<file path="src/rtl/pb_debounce_if.sv">
// -----------------------------------------------------------------------------
// pb_debounce_if
//
// Groups the push-button signals that pass between the button side and the
// debouncer.
//
// Signals:
//   PB_n_raw   : raw button pin, asynchronous, 0 = pressed (driven by master)
//   PB_clean   : debounced level, 1 = pressed               (driven by slave)
//   long_press : single-cycle long-hold pulse                (driven by slave)
//
// Modports:
//   master : the button / pad side (drives the raw pin, observes the results)
//   slave  : the debouncer (pb_debounce)
// -----------------------------------------------------------------------------
interface pb_debounce_if;

    logic PB_n_raw;
    logic PB_clean;
    logic long_press;

    modport master (
        output PB_n_raw,
        input  PB_clean,
        input  long_press
    );

    modport slave (
        input  PB_n_raw,
        output PB_clean,
        output long_press
    );

endinterface : pb_debounce_if

</file>
<file path="src/rtl/pb_debounce.sv">
// -----------------------------------------------------------------------------
// pb_debounce
//
// Synchronizes and debounces the raw, active-low handlebar mode push button and
// produces a clean active-high level (PB_clean) for the assist-mode toggle
// stage, which edge-detects it. An optional long-press detector emits a single
// cycle pulse once per press when the button is held long enough.
//
// Parameters:
//   DB_CYCLES   : consecutive stable samples needed to accept a level change
//                 (>= 2). Default 50000 = 1 ms at 50 MHz.
//   LONG_CYCLES : clocks PB_clean must stay high before long_press fires
//                 (>= 1). Only used when PB_LONG_PRESS_EN is defined.
//
// Ports:
//   clk   : system clock (single clock domain)
//   rst_n : asynchronous active-low reset
//   pb    : pb_debounce_if.slave
//             pb.PB_n_raw   in  raw pin, 0 = pressed
//             pb.PB_clean   out debounced level, 1 = pressed
//             pb.long_press out one-cycle long-hold pulse
//
// Build option:
//   PB_LONG_PRESS_EN : when defined, the long-press counter, its done flag and
//                      the long_press register are built. When undefined,
//                      long_press is tied to 0 and LONG_CYCLES is ignored.
//                      Debounce behaviour is the same in both builds.
// -----------------------------------------------------------------------------
module pb_debounce #(
    parameter int DB_CYCLES   = 50000,
    parameter int LONG_CYCLES = 50000000
) (
    input  logic          clk,
    input  logic          rst_n,
    pb_debounce_if.slave  pb
);

    // -------------------------------------------------------------------------
    // Local parameters
    // -------------------------------------------------------------------------
    localparam int DW = $clog2(DB_CYCLES + 1);

    // Value of dcnt on the edge that accepts the last required sample: dcnt is
    // loaded with 1 on entry to a wait state (that edge counts as sample one).
    localparam logic [DW-1:0] DB_LAST = DW'(DB_CYCLES - 1);

    typedef enum logic [1:0] {
        IDLE         = 2'b00,   // stable released
        PRESS_WAIT   = 2'b01,   // seeing pressed samples, not yet accepted
        PRESSED      = 2'b10,   // stable pressed
        RELEASE_WAIT = 2'b11    // seeing released samples, not yet accepted
    } state_t;

    // -------------------------------------------------------------------------
    // Declarations
    // -------------------------------------------------------------------------
    logic          s1_r;
    logic          s2_r;
    state_t        state_r;
    logic [DW-1:0] dcnt_r;
    logic          pb_clean_r;

    // -------------------------------------------------------------------------
    // Two-flop synchronizer; both stages reset to the released level (1).
    // -------------------------------------------------------------------------
    // Synchronize the asynchronous button pin into the clk domain.
    always_ff @(posedge clk or negedge rst_n) begin
        if (!rst_n) begin
            s1_r <= 1'b1;
            s2_r <= 1'b1;
        end else begin
            s1_r <= pb.PB_n_raw;
            s2_r <= s1_r;
        end
    end

    // -------------------------------------------------------------------------
    // Debounce FSM. PB_clean is registered alongside the state and is loaded
    // with the Moore value of the *next* state, so it changes on the same edge
    // as the state and never glitches inside a wait window.
    // A sample of the opposite level inside a wait window returns to the stable
    // state it came from; a new window must then collect DB_CYCLES fresh
    // samples.
    // -------------------------------------------------------------------------
    // State register, debounce counter and clean-level output register.
    always_ff @(posedge clk or negedge rst_n) begin
        if (!rst_n) begin
            state_r    <= IDLE;
            dcnt_r     <= DW'(0);
            pb_clean_r <= 1'b0;
        end else begin
            case (state_r)
                IDLE: begin
                    if (!s2_r) begin
                        state_r    <= PRESS_WAIT;
                        dcnt_r     <= DW'(1);
                        pb_clean_r <= 1'b0;
                    end else begin
                        state_r    <= IDLE;
                        dcnt_r     <= DW'(0);
                        pb_clean_r <= 1'b0;
                    end
                end

                PRESS_WAIT: begin
                    if (s2_r) begin
                        // bounce back to released
                        state_r    <= IDLE;
                        dcnt_r     <= DW'(0);
                        pb_clean_r <= 1'b0;
                    end else if (dcnt_r == DB_LAST) begin
                        state_r    <= PRESSED;
                        dcnt_r     <= DW'(0);
                        pb_clean_r <= 1'b1;
                    end else begin
                        state_r    <= PRESS_WAIT;
                        dcnt_r     <= dcnt_r + DW'(1);
                        pb_clean_r <= 1'b0;
                    end
                end

                PRESSED: begin
                    if (s2_r) begin
                        state_r    <= RELEASE_WAIT;
                        dcnt_r     <= DW'(1);
                        pb_clean_r <= 1'b1;
                    end else begin
                        state_r    <= PRESSED;
                        dcnt_r     <= DW'(0);
                        pb_clean_r <= 1'b1;
                    end
                end

                RELEASE_WAIT: begin
                    if (!s2_r) begin
                        // bounce back to pressed
                        state_r    <= PRESSED;
                        dcnt_r     <= DW'(0);
                        pb_clean_r <= 1'b1;
                    end else if (dcnt_r == DB_LAST) begin
                        state_r    <= IDLE;
                        dcnt_r     <= DW'(0);
                        pb_clean_r <= 1'b0;
                    end else begin
                        state_r    <= RELEASE_WAIT;
                        dcnt_r     <= dcnt_r + DW'(1);
                        pb_clean_r <= 1'b1;
                    end
                end

                default: begin
                    state_r    <= IDLE;
                    dcnt_r     <= DW'(0);
                    pb_clean_r <= 1'b0;
                end
            endcase
        end
    end

    assign pb.PB_clean = pb_clean_r;

`ifdef PB_LONG_PRESS_EN
    // -------------------------------------------------------------------------
    // Long-press detector.
    // lcnt counts clocks spent in PRESSED; it holds in RELEASE_WAIT so a
    // release bounce does not restart the hold time, and clears in the
    // released states. done blocks auto-repeat until the button is released.
    // PB_clean rises on edge P; lcnt is 0 there and reaches LONG_CYCLES-1 by
    // edge P+LONG_CYCLES, which is where the pulse is registered.
    // The pulse can only fire from PRESSED, so a release that completes out of
    // RELEASE_WAIT can never coincide with a pulse.
    // -------------------------------------------------------------------------
    localparam int            LW        = $clog2(LONG_CYCLES + 1);
    localparam logic [LW-1:0] LONG_LAST = LW'(LONG_CYCLES - 1);

    logic [LW-1:0] lcnt_r;
    logic          done_r;
    logic          long_press_r;

    // Hold-time counter, one-shot flag and long_press pulse register.
    always_ff @(posedge clk or negedge rst_n) begin
        if (!rst_n) begin
            lcnt_r       <= LW'(0);
            done_r       <= 1'b0;
            long_press_r <= 1'b0;
        end else begin
            case (state_r)
                PRESSED: begin
                    if (!done_r && (lcnt_r == LONG_LAST)) begin
                        lcnt_r       <= lcnt_r;
                        done_r       <= 1'b1;
                        long_press_r <= 1'b1;
                    end else if (!done_r) begin
                        lcnt_r       <= lcnt_r + LW'(1);
                        done_r       <= 1'b0;
                        long_press_r <= 1'b0;
                    end else begin
                        lcnt_r       <= lcnt_r;
                        done_r       <= 1'b1;
                        long_press_r <= 1'b0;
                    end
                end

                RELEASE_WAIT: begin
                    lcnt_r       <= lcnt_r;
                    done_r       <= done_r;
                    long_press_r <= 1'b0;
                end

                default: begin
                    // IDLE / PRESS_WAIT: released, start the next press fresh
                    lcnt_r       <= LW'(0);
                    done_r       <= 1'b0;
                    long_press_r <= 1'b0;
                end
            endcase
        end
    end

    assign pb.long_press = long_press_r;
`else
    // Long-press logic compiled out: output constant, LONG_CYCLES ignored.
    logic unused_long_cfg_s;
    assign unused_long_cfg_s = (LONG_CYCLES > 0) ? 1'b1 : 1'b0;

    assign pb.long_press = 1'b0;
`endif

endmodule : pb_debounce

</file>
<file path="src/flat_wrapper.sv">
// flat-port wrapper written by rule: the top's interface ports become plain ports
module pb_debounce_flat 
#(
    parameter int DB_CYCLES   = 50000,
    parameter int LONG_CYCLES = 50000000
)
  (clk, rst_n, pb_PB_n_raw, pb_PB_clean, pb_long_press);
  pb_debounce_if pb_i ();
  input  logic clk;
  input  logic rst_n;
  input wire logic [$bits(pb_i.PB_n_raw)-1:0] pb_PB_n_raw;
  output wire logic [$bits(pb_i.PB_clean)-1:0] pb_PB_clean;
  output wire logic [$bits(pb_i.long_press)-1:0] pb_long_press;
  assign pb_i.PB_n_raw = pb_PB_n_raw;
  assign pb_PB_clean = pb_i.PB_clean;
  assign pb_long_press = pb_i.long_press;
  pb_debounce #(.DB_CYCLES(DB_CYCLES), .LONG_CYCLES(LONG_CYCLES)) u_core (.clk(clk), .rst_n(rst_n), .pb(pb_i));
endmodule
</file>
<file path="config.mk">
export PLATFORM = sky130hd
export DESIGN_NAME = pb_debounce_flat
export DESIGN_NICKNAME = d
export VERILOG_FILES = /design/src/rtl/pb_debounce_if.sv /design/src/rtl/pb_debounce.sv /design/src/flat_wrapper.sv
export SDC_FILE = /design/constraint.sdc
export NUM_CORES = 1
export LEC_CHECK = 0
export CELL_PAD_IN_SITES_DETAIL_PLACEMENT = 0
export CELL_PAD_IN_SITES_GLOBAL_PLACEMENT = 1
export CORE_AREA = 10 10 55 61
export CTS_CLUSTER_DIAMETER = 50
export DETAILED_ROUTE_END_ITERATION = 7
export DIE_AREA = 0 0 65 71
export GPL_TIMING_DRIVEN = 0
export PLACE_DENSITY_LB_ADDON = 0.12
export SYNTH_ARGS = -nofsm -noshare
export SYNTH_HDL_FRONTEND = slang
export SYNTH_SLANG_ARGS = --single-unit
export TNS_END_PERCENT = 10
</file>
<file path="constraint.sdc">
create_clock -name clk -period 4.05 [get_ports clk]
set_input_delay 1.215 -clock clk [delete_from_list [all_inputs] [get_ports clk]]
set_output_delay 1.215 -clock clk [all_outputs]
set_load 0.005 [all_outputs]
</file>
==> results.md, run 1 <==
* Status: finished clean
* DRC Markers at 0
* Clock Sinks at 20
* Sequential Power Share at 64.6%
* First-pass GRT wire length at 3.15 mm
* Setup TNS Final at 0 ns
* RSZ-0062 raised after global routing: false
* Buf+Inv Stages, Crit Path at 1
* Post-Syn Area per Cell at 10.9 µm²
* Overflow after GRT at 0
* Core Rows at 18
* Setup crit start kind: flip-flop
* Worst vdd ir at 177 µV
* Most used DFF post-synth: dfrtp_1
* Share of the synthesized area in the top cell type at 44.5%
* Area delta synth->final at 9.27%
* CP Capture Type: output port
* Setup Viol. Count Final at 0
* Worst EP arrival at 1.20 ns
* Chip width at 65 µm
* Most common cell in the netlist: dfrtp_1
* Inserted Diodes at 0
* Slew headroom at 40.8%
* Clock share of power at 30.5%
* Core ar. at 0.00218 mm²
* DRT Pass-1 Iters at 4
* Cell count along the critical path at 1
* Clock buffer depth at 2
* Reg2reg path depth at 6
* CP required at 2.83 ns
* Fillers at 214
* Post-CTS Hold Fix Bufs at 0
* Synth cell types at 29
* Clk_skew at 0.0126 ns
* Max-Cap Viols at 0
* Final wirelength at 1.71 mm
* R2r setup slk at 2.47 ns
* Minimum clock period at 2.42 ns
* Drt first-iter violations at 16
* CP delay by family, top: buffers and inverters
* Internal Power at 0.000248 W
* Worst Setup SP: u_core.state_r[1]
* Critical path peak fanout at 3
* Mapped Area at 0.00101 mm²
* Routed wire length per instance at 13.1 µm
* Number of buffers added on ports at 3
* Synth Net Count at 97
* Reg2reg start: u_core.dcnt_r[0]
* Vias in the first global route at 711
* Initial Util at 46.3%
* Worst hold path class: flip-flop to flip-flop
* Combinational power share at 5.0%
* Chip Height at 71 µm
* P_sw at 0.0000703 W
* Cell Chain, Critical Path: clkdlybuf4s50_1
* Switching fraction of total power at 22.1%
* Final Hold Viols at 0
* Final Hold Slack at 0.361 ns
* Setup CP Type: flip-flop to output port
* Routed Antenna Nets at 0
* Post-Synthesis Cells at 93
* CTS tree: built
* Power Density at 287 mW/mm²
* Gpl congestion at 0.717
* Clock latency on the worst-skew pair at 0.30 ns
* Post-CTS Setup Inserts at 0
* Max Fclk at 0.414 GHz
* Slowest stage delay, CP at 0.52 ns
* Die ar. at 0.00462 mm²
* Worst setup endpoint: pb_PB_clean
* Routed vias at 652
* Worst-Margin Slew at 0.886 ns
* Worst r2r dst: u_core.dcnt_r[3]
* H-tree depth at 1
* Pleak at 0.507 nW
* Largest net degree at the start of global routing at 21
* Reg clk slew, reported paths at 0.10 ns
* Cts repair resizes at 0
* Yosys warnings at 0
* Fin util at 50.6%
* Synth async-reset ratio at 100%
* Total GRT Usage at 8.47%
* Synth Register Bits at 20
* Slowest cell on crit path: clkdlybuf4s50_1
* Main area contributors after synthesis: dfrtp_1 44%, xor2_1 9.5%, nor2_1 5.6%
* Post-synth EDFFs at 0
* Vias per inst at 5.02
* Slew Viols, Final at 0
* Post-DP HPWL at 1.22 mm
* I/O pin count at 5
* Nets at 105
* Largest area contributor in the netlist: dfrtp_1
* CTS Buf Count at 3
* Layout cells sized above 1 at 19.0%
* Root Buffer: clkbuf_4
* Sequential-to-total area share from yosys stat at 49.7%
* Post-synth top cells: 18 x dfrtp_1, 15 x nor2_1, 11 x xor2_1
* Tcrit/Tclk final at 59.7%
* Initial antenna violation count at 0
-- per-layer routing --
layer  wire length (µm)  share of wire, %  global-route usage, %  up-vias
met1                839                49                   10.2      316
met3                 46               2.7                   2.36        2
met5                  0                 0                      0        -
met2                807                47                   13.7        7
met4                 12              0.70                   3.57        0
li1                   -                 -                      -      327
-- power groups by stage --
stage	sequential, W	clock (W)	combinational (W)
CTS	0.000205	0.0000998	0.0000164
global placement	0.000209	0	0.0000163
detailed placement	0.000209	0	0.0000162
global route	0.000206	0.000111	0.0000185
floorplan	0.000209	0	0.00000814
finish	0.000205	0.0000969	0.0000158
-- sequential cells by signal, summed over array words and instances, names as in the netlist --
register	count
u_core.dcnt_r	16
u_core.s2_r	1
u_core.state_r	2
u_core.s1_r	1
-- kinds of logic after synthesis --
family | after synthesis | share of synthesized area (%)
xor+xnor | 14 | 12.1
buf+inv | 8 | 5.31
simple gates | 46 | 28.4
mux | 1 | 0.989
compound gates | 2 | 1.85
fa+ha+maj | 1 | 1.24
other cells | 1 | 0.370
flops | 20 | 49.7
-- metrics by stage --
step | total power, W | worst slack, ns | cell area [µm²] | cells
floorplan | 0.000217 | 2.45 | 1010 | 93
global placement | 0.000225 | 1.68 | 1080 | 126
detailed placement | 0.000225 | 1.69 | 1080 | 126
CTS | 0.000321 | 1.61 | 1110 | 130
global route | 0.000336 | 1.56 | 1110 | 130
finish | 0.000318 | 1.63 | 1110 | 130
-- how the worst min path moves through the flow --
stage                      from          end  slack, ns  cells after the start
detailed placement  u_core.s1_r  u_core.s2_r       0.35                      0
global placement    u_core.s1_r  u_core.s2_r       0.35                      0
global route        u_core.s1_r  u_core.s2_r       0.38                      0
finish              u_core.s1_r  u_core.s2_r       0.36                      0
CTS                 u_core.s1_r  u_core.s2_r       0.36                      0
floorplan           u_core.s1_r  u_core.s2_r       0.35                      0
-- cells in the final DEF (no fill, tap or decap), types with 3 or more instances in the layout --
cell,count
and2_1,3
dfrtp_1,18
nand3_1,3
nor2_1,15
nand2_1,5
xor2_1,11
nand4_1,7
xnor2_1,3
clkdlybuf4s50_1,3
clkbuf_4,3
-- layout make-up --
cell class	count	area, µm²	share of cell area [%]
multi-input cells	65	455	41.2
inverters	2	7.51	0.679
flip-flops and latches	20	503	45.5
repair buffers	3	30.0	2.71
well taps	30	37.5	3.39
clock buffers	4	26.3	2.38
plain buffers	6	46.3	4.19
Note: power is estimated with default switching activity, not from simulation.
==> run 2, diff against run 1 <==
- CORE_AREA: 10 10 55 61 -> 10 10 59 66
- DIE_AREA: 0 0 65 71 -> 0 0 69 76
- clock period: 4.05 -> 2.07 ns (I/O delays scaled with it)
==> run 2 against run 1 <==
Effect of this change: combinational power increased by 98%; flip-flop and latch count unchanged; critical path type unchanged; largest cell class unchanged; largest power group unchanged; non-clock buffer count unchanged.
==> results.md, run 2 (same netlist as run 1, synthesis figures left out) <==
* H-tree depth at 1
* Most frequent cells in the layout: 18 x dfrtp_1, 15 x nor2_1, 11 x xor2_1, 7 x nand4_1, 5 x nand2_1
* Drt first-iter violations at 37
* Overflow after GRT at 0
* Worst vdd ir at 375 µV
* Worst hold path class: flip-flop to flip-flop
* Vias per inst at 4.86
* Clock Sinks at 20
* Minimum clock period at 1.83 ns
* Worst r2r dst: u_core.dcnt_r[7]
* DRT Pass-1 Iters at 3
* Hold_sp: u_core.s1_r
* Status: finished clean
* Max Fclk at 0.546 GHz
* DRC Markers at 0
* Max FFs per register at 16
* Gpl congestion at 0.701
* Clock latency on the worst-skew pair at 0.30 ns
* Chip width at 69 µm
* Area delta synth->final at 12.2%
* Slowest stage delay, CP at 0.51 ns
* Overall Power at 0.000752 W
* CTS tree: built
* Routed Antenna Nets at 0
* Core Rows at 20
* Pleak at 0.520 nW
* Slew headroom at 39.8%
* Worst Setup SP: u_core.state_r[1]
* Worst-Margin Slew at 0.900 ns
* Largest regs: u_core.dcnt_r (16), u_core.state_r (2)
* RSZ-0062 raised after global routing: false
* First-pass GRT wire length at 3.18 mm
* Buf+Inv Stages, Crit Path at 1
* Slew Viols, Final at 0
* WHS Endpoint: u_core.s2_r
* Post-CTS Hold Fix Bufs at 0
* Routed vias at 646
* CP delay by family, top: buffers and inverters
* Inserted Diodes at 0
* I/O pin count at 5
* Finished Cell Area at 0.00114 mm²
* Power Density at 662 mW/mm²
* Slowest cell on crit path: clkdlybuf4s50_1
* Cell Chain, Critical Path: clkdlybuf4s50_1
* Largest net degree at the start of global routing at 21
* Hold path cells at 0
* Die ar. at 0.00524 mm²
* Tcrit/Tclk final at 88.4%
* Cell Area, Placed at 0.00108 mm²
* Pre-CTS setup slack at 0.288 ns
* Post-DP HPWL at 1.28 mm
* Final Hold Viols at 0
* Top reg by flops: u_core.dcnt_r
* R2r setup slk at 0.47 ns
* Final wirelength at 1.87 mm
* Total GRT Usage at 7.36%
* Chip Height at 76 µm
* Setup crit start kind: flip-flop
* Setup TNS Final at 0 ns
* Number of buffers added on ports at 3
* Layout cells sized above 1 at 20.0%
* Reg2reg start: u_core.dcnt_r[0]
* Initial antenna violation count at 0
* Routed wire length per instance at 14.0 µm
* Nets at 105
* Clock buffer depth at 2
* Vias in the first global route at 663
* Reg2reg path depth at 6
* CP Capture Type: output port
* Clk_skew at 0.00705 ns
* PnR worst setup slack at 0.240 ns
* Max-Cap Viols at 0
* Root Buffer: clkbuf_4
* Critical path peak fanout at 3
* CTS Buf Count at 3
* Setup Viol. Count Final at 0
* Post-CTS Setup Inserts at 0
* Cts repair resizes at 0
* Initial Util at 38.2%
* CP required at 1.45 ns
* Core ar. at 0.00265 mm²
* Most common cell after layout, fill and taps aside: dfrtp_1
* Setup CP Type: flip-flop to output port
* Reg clk slew, reported paths at 0.12 ns
* Worst EP arrival at 1.21 ns
==> run 2: cell types whose count changed in the layout (fill, tap and decap cells not counted) <==
| cell | delta |
|---|---|
| bufinv_16 | +1 |
| clkbuf_1 | -1 |
==> run 2: worst max-delay path by stage <==
| stage | endpoint | slack (ns) | depth (start not counted) |
|---|---|---|---|
| after floorplan | u_core.dcnt_r[10] | 0.64 | 6 |
| after global placement | u_core.dcnt_r[8] | 0.29 | 1 |
| after detailed placement | u_core.dcnt_r[8] | 0.29 | 1 |
| after CTS | pb_PB_clean | 0.21 | 1 |
| after global routing | pb_PB_clean | 0.16 | 1 |
| final | pb_PB_clean | 0.24 | 1 |
==> run 2: stage by stage <==
stage / util [%] / cells / hold WS, ns
floorplan: - / 93 / 0.325
global placement: 40.8 / 129 / 0.348
detailed placement: 40.8 / 129 / 0.349
CTS: 42.8 / 133 / 0.368
global route: 42.8 / 133 / 0.368
finish: 42.8 / 133 / 0.365
==> run 2: report_power, final <==
| group | internal [W] | switching, W | leakage, nW |
|---|---|---|---|
| Combinational | 0.0000118 | 0.0000195 | 0.224 |
| Sequential | 0.000398 | 0.00000387 | 0.268 |
| Clock | 0.000196 | 0.000124 | 0.0279 |
==> run 2: area by class of cell <==
cell class | count | area, µm²
Timing Repair Buffer | 3 | 30.0
Multi-Input combinational cell | 65 | 455
Clock inverter | 1 | 30.0
Fill cell | 275 | 1520
Tap cell | 33 | 41.3
Clock buffer | 3 | 22.5
Sequential cell | 20 | 503
Buffer | 6 | 46.3
Inverter | 2 | 7.51
==> run 2: routing by layer <==
layer | vias to the layer above | wire length [µm] | track usage (%)
met5 | - | 0 | 0
met4 | 0 | 27 | 4.23
met3 | 4 | 31 | 1.56
met2 | 5 | 875 | 11.0
met1 | 307 | 931 | 9.43
li1 | 330 | - | -
==> run 3, diff against run 2 <==
- MAX_ROUTING_LAYER: default -> met4
==> run 3 against run 2 <==
Effect of this change: sequential power about the same; routed wire length decreased by 0.70%; combinational power about the same; worst hold slack about the same; final area unchanged; first-iteration DRC count increased by 14%; sequential share of layout area unchanged; largest cell class unchanged; register-to-register slack about the same; global-route usage increased by 0.22 points; flip-flop and latch count unchanged; critical path depth unchanged; clock skew about the same.
==> results.md, run 3 (same netlist as run 1, synthesis figures left out) <==
* Status: finished clean
* Slowest cell on crit path: clkdlybuf4s50_1
* Nets at 105
* Initial antenna violation count at 0
* Setup Viol. Count Final at 0
* Max Fclk at 0.546 GHz
* Chip width at 69 µm
* DRT Pass-1 Iters at 3
* Most frequent cells in the layout: 18 x dfrtp_1, 15 x nor2_1, 11 x xor2_1, 7 x nand4_1, 5 x nand2_1
* Switching fraction of total power at 19.5%
* Met3 Use GR at 1.56%
* Largest net degree at the start of global routing at 21
* I/O pin count at 5
* GR Layer Usage met2 at 10.9%
* RSZ-0062 raised after global routing: false
* Inserted Diodes at 0
* CP delay by family, top: buffers and inverters
* CP Capture Type: output port
* Internal Power at 0.000605 W
* Setup crit start kind: flip-flop
* GRT Max-Usage Layer: met2
* Max-Cap Viols at 0
* Clock buffer depth at 2
* Clk_skew at 0.00696 ns
* Core ar. at 0.00265 mm²
* Slowest stage delay, CP at 0.51 ns
* Buf+Inv Stages, Crit Path at 1
* Top reg by flops: u_core.dcnt_r
* Cts repair resizes at 0
* Worst hold path class: flip-flop to flip-flop
* DRC Markers at 0
* Post-DP HPWL at 1.28 mm
* Routed Antenna Nets at 0
* Die ar. at 0.00524 mm²
* Critical path peak fanout at 3
* Pleak at 0.520 nW
* Most common cell after layout, fill and taps aside: dfrtp_1
* Max FFs per register at 16
* Cell Chain, Critical Path: clkdlybuf4s50_1
* Overflow after GRT at 0
* Clock Sinks at 20
* Total GRT Usage at 7.58%
* Post-CTS Setup Inserts at 0
* CTS tree: built
* Post-CTS Hold Fix Bufs at 0
* Worst vdd ir at 374 µV
* Vias in the first global route at 660
* Hold path cells at 0
* Drt first-iter violations at 42
* Tcrit/Tclk final at 88.4%
* Routed wire length per instance at 13.9 µm
* Reg2reg path depth at 6
* H-tree depth at 1
* Number of buffers added on ports at 3
* Layout cells sized above 1 at 20.0%
* Minimum clock period at 1.83 ns
* P_sw at 0.000146 W
* Core Rows at 20
* Initial Util at 38.2%
* CTS Buf Count at 3
* Clock share of power at 42.4%
* Cell count along the critical path at 1
* Slew Viols, Final at 0
* Gpl congestion at 0.709
* Largest regs: u_core.dcnt_r (16), u_core.state_r (2)
* Power Density at 662 mW/mm²
* Final Hold Viols at 0
* Reg clk slew, reported paths at 0.12 ns
* Routed vias at 644
* Worst EP arrival at 1.21 ns
* Slew headroom at 39.6%
* Worst-Margin Slew at 0.903 ns
* Combinational power share at 4.1%
* Root Buffer: clkbuf_4
* Setup CP Type: flip-flop to output port
* Chip Height at 76 µm
* First-pass GRT wire length at 3.19 mm
* Sequential Power Share at 53.4%
* Area delta synth->final at 12.2%
* Vias per inst at 4.84
* Setup TNS Final at 0 ns
* GR Util met1 at 9.58%
* Clock latency on the worst-skew pair at 0.30 ns
* Final wirelength at 1.85 mm
* CP required at 1.45 ns
* Fillers at 275
* Final Hold Slack at 0.365 ns
run 3: cell counts in the layout (fill, tap and decap cells not counted):
Identical to the previous run, type by type.
run 3: power groups by stage:
stage	sequential [W]	combinational, W	clock (W)
after CTS	0.000402	0.0000323	0.000335
after global placement	0.000409	0.0000320	0
after global routing	0.000403	0.0000357	0.000346
final	0.000402	0.0000311	0.000319
after detailed placement	0.000409	0.0000321	0
after floorplan	0.000408	0.0000159	0
run 3: worst paths after layout:
path | start | to | slack [ns]
worst min-delay path | u_core.s1_r | u_core.s2_r | 0.37
worst max-delay path | u_core.state_r[1] | pb_PB_clean | 0.24
min in group asynchronous | rst_n | u_core.dcnt_r[1] | 0.81
max in group asynchronous | rst_n | u_core.dcnt_r[8] | 0.70
worst max register to register | u_core.dcnt_r[0] | u_core.dcnt_r[7] | 0.47
worst min register to register | u_core.s1_r | u_core.s2_r | 0.37
run 3: layout make-up:
| class | count | area, µm² | area share [%] |
|---|---|---|---|
| buffer | 6 | 46.3 | 4.07 |
| clock buffer | 3 | 22.5 | 1.98 |
| clock inverter | 1 | 30.0 | 2.64 |
| inverter | 2 | 7.51 | 0.661 |
| multi-input combinational | 65 | 455 | 40.1 |
| sequential | 20 | 503 | 44.3 |
| tap | 33 | 41.3 | 3.63 |
| timing repair buffer | 3 | 30.0 | 2.64 |
run 3: routing by layer:
metal	share of wire [%]	routed length (µm)	vias to the layer above
li1	-	-	331
met1	49	916	304
met2	47	876	5
met3	1.7	31	4
met4	1.5	27	0
met5	0	0	-
run 3: metrics by stage:
stage                     worst slack (ns)  power, W  utilization [%]  instance area, µm²  std cells
after floorplan                      0.644  0.000424                -                1010         93
after global placement               0.294  0.000441             40.8                1080        129
after detailed placement             0.288  0.000441             40.8                1080        129
after CTS                            0.209  0.000769             42.8                1140        133
after global routing                 0.163  0.000784             42.8                1140        133
final                                0.240  0.000752             42.8                1140        133
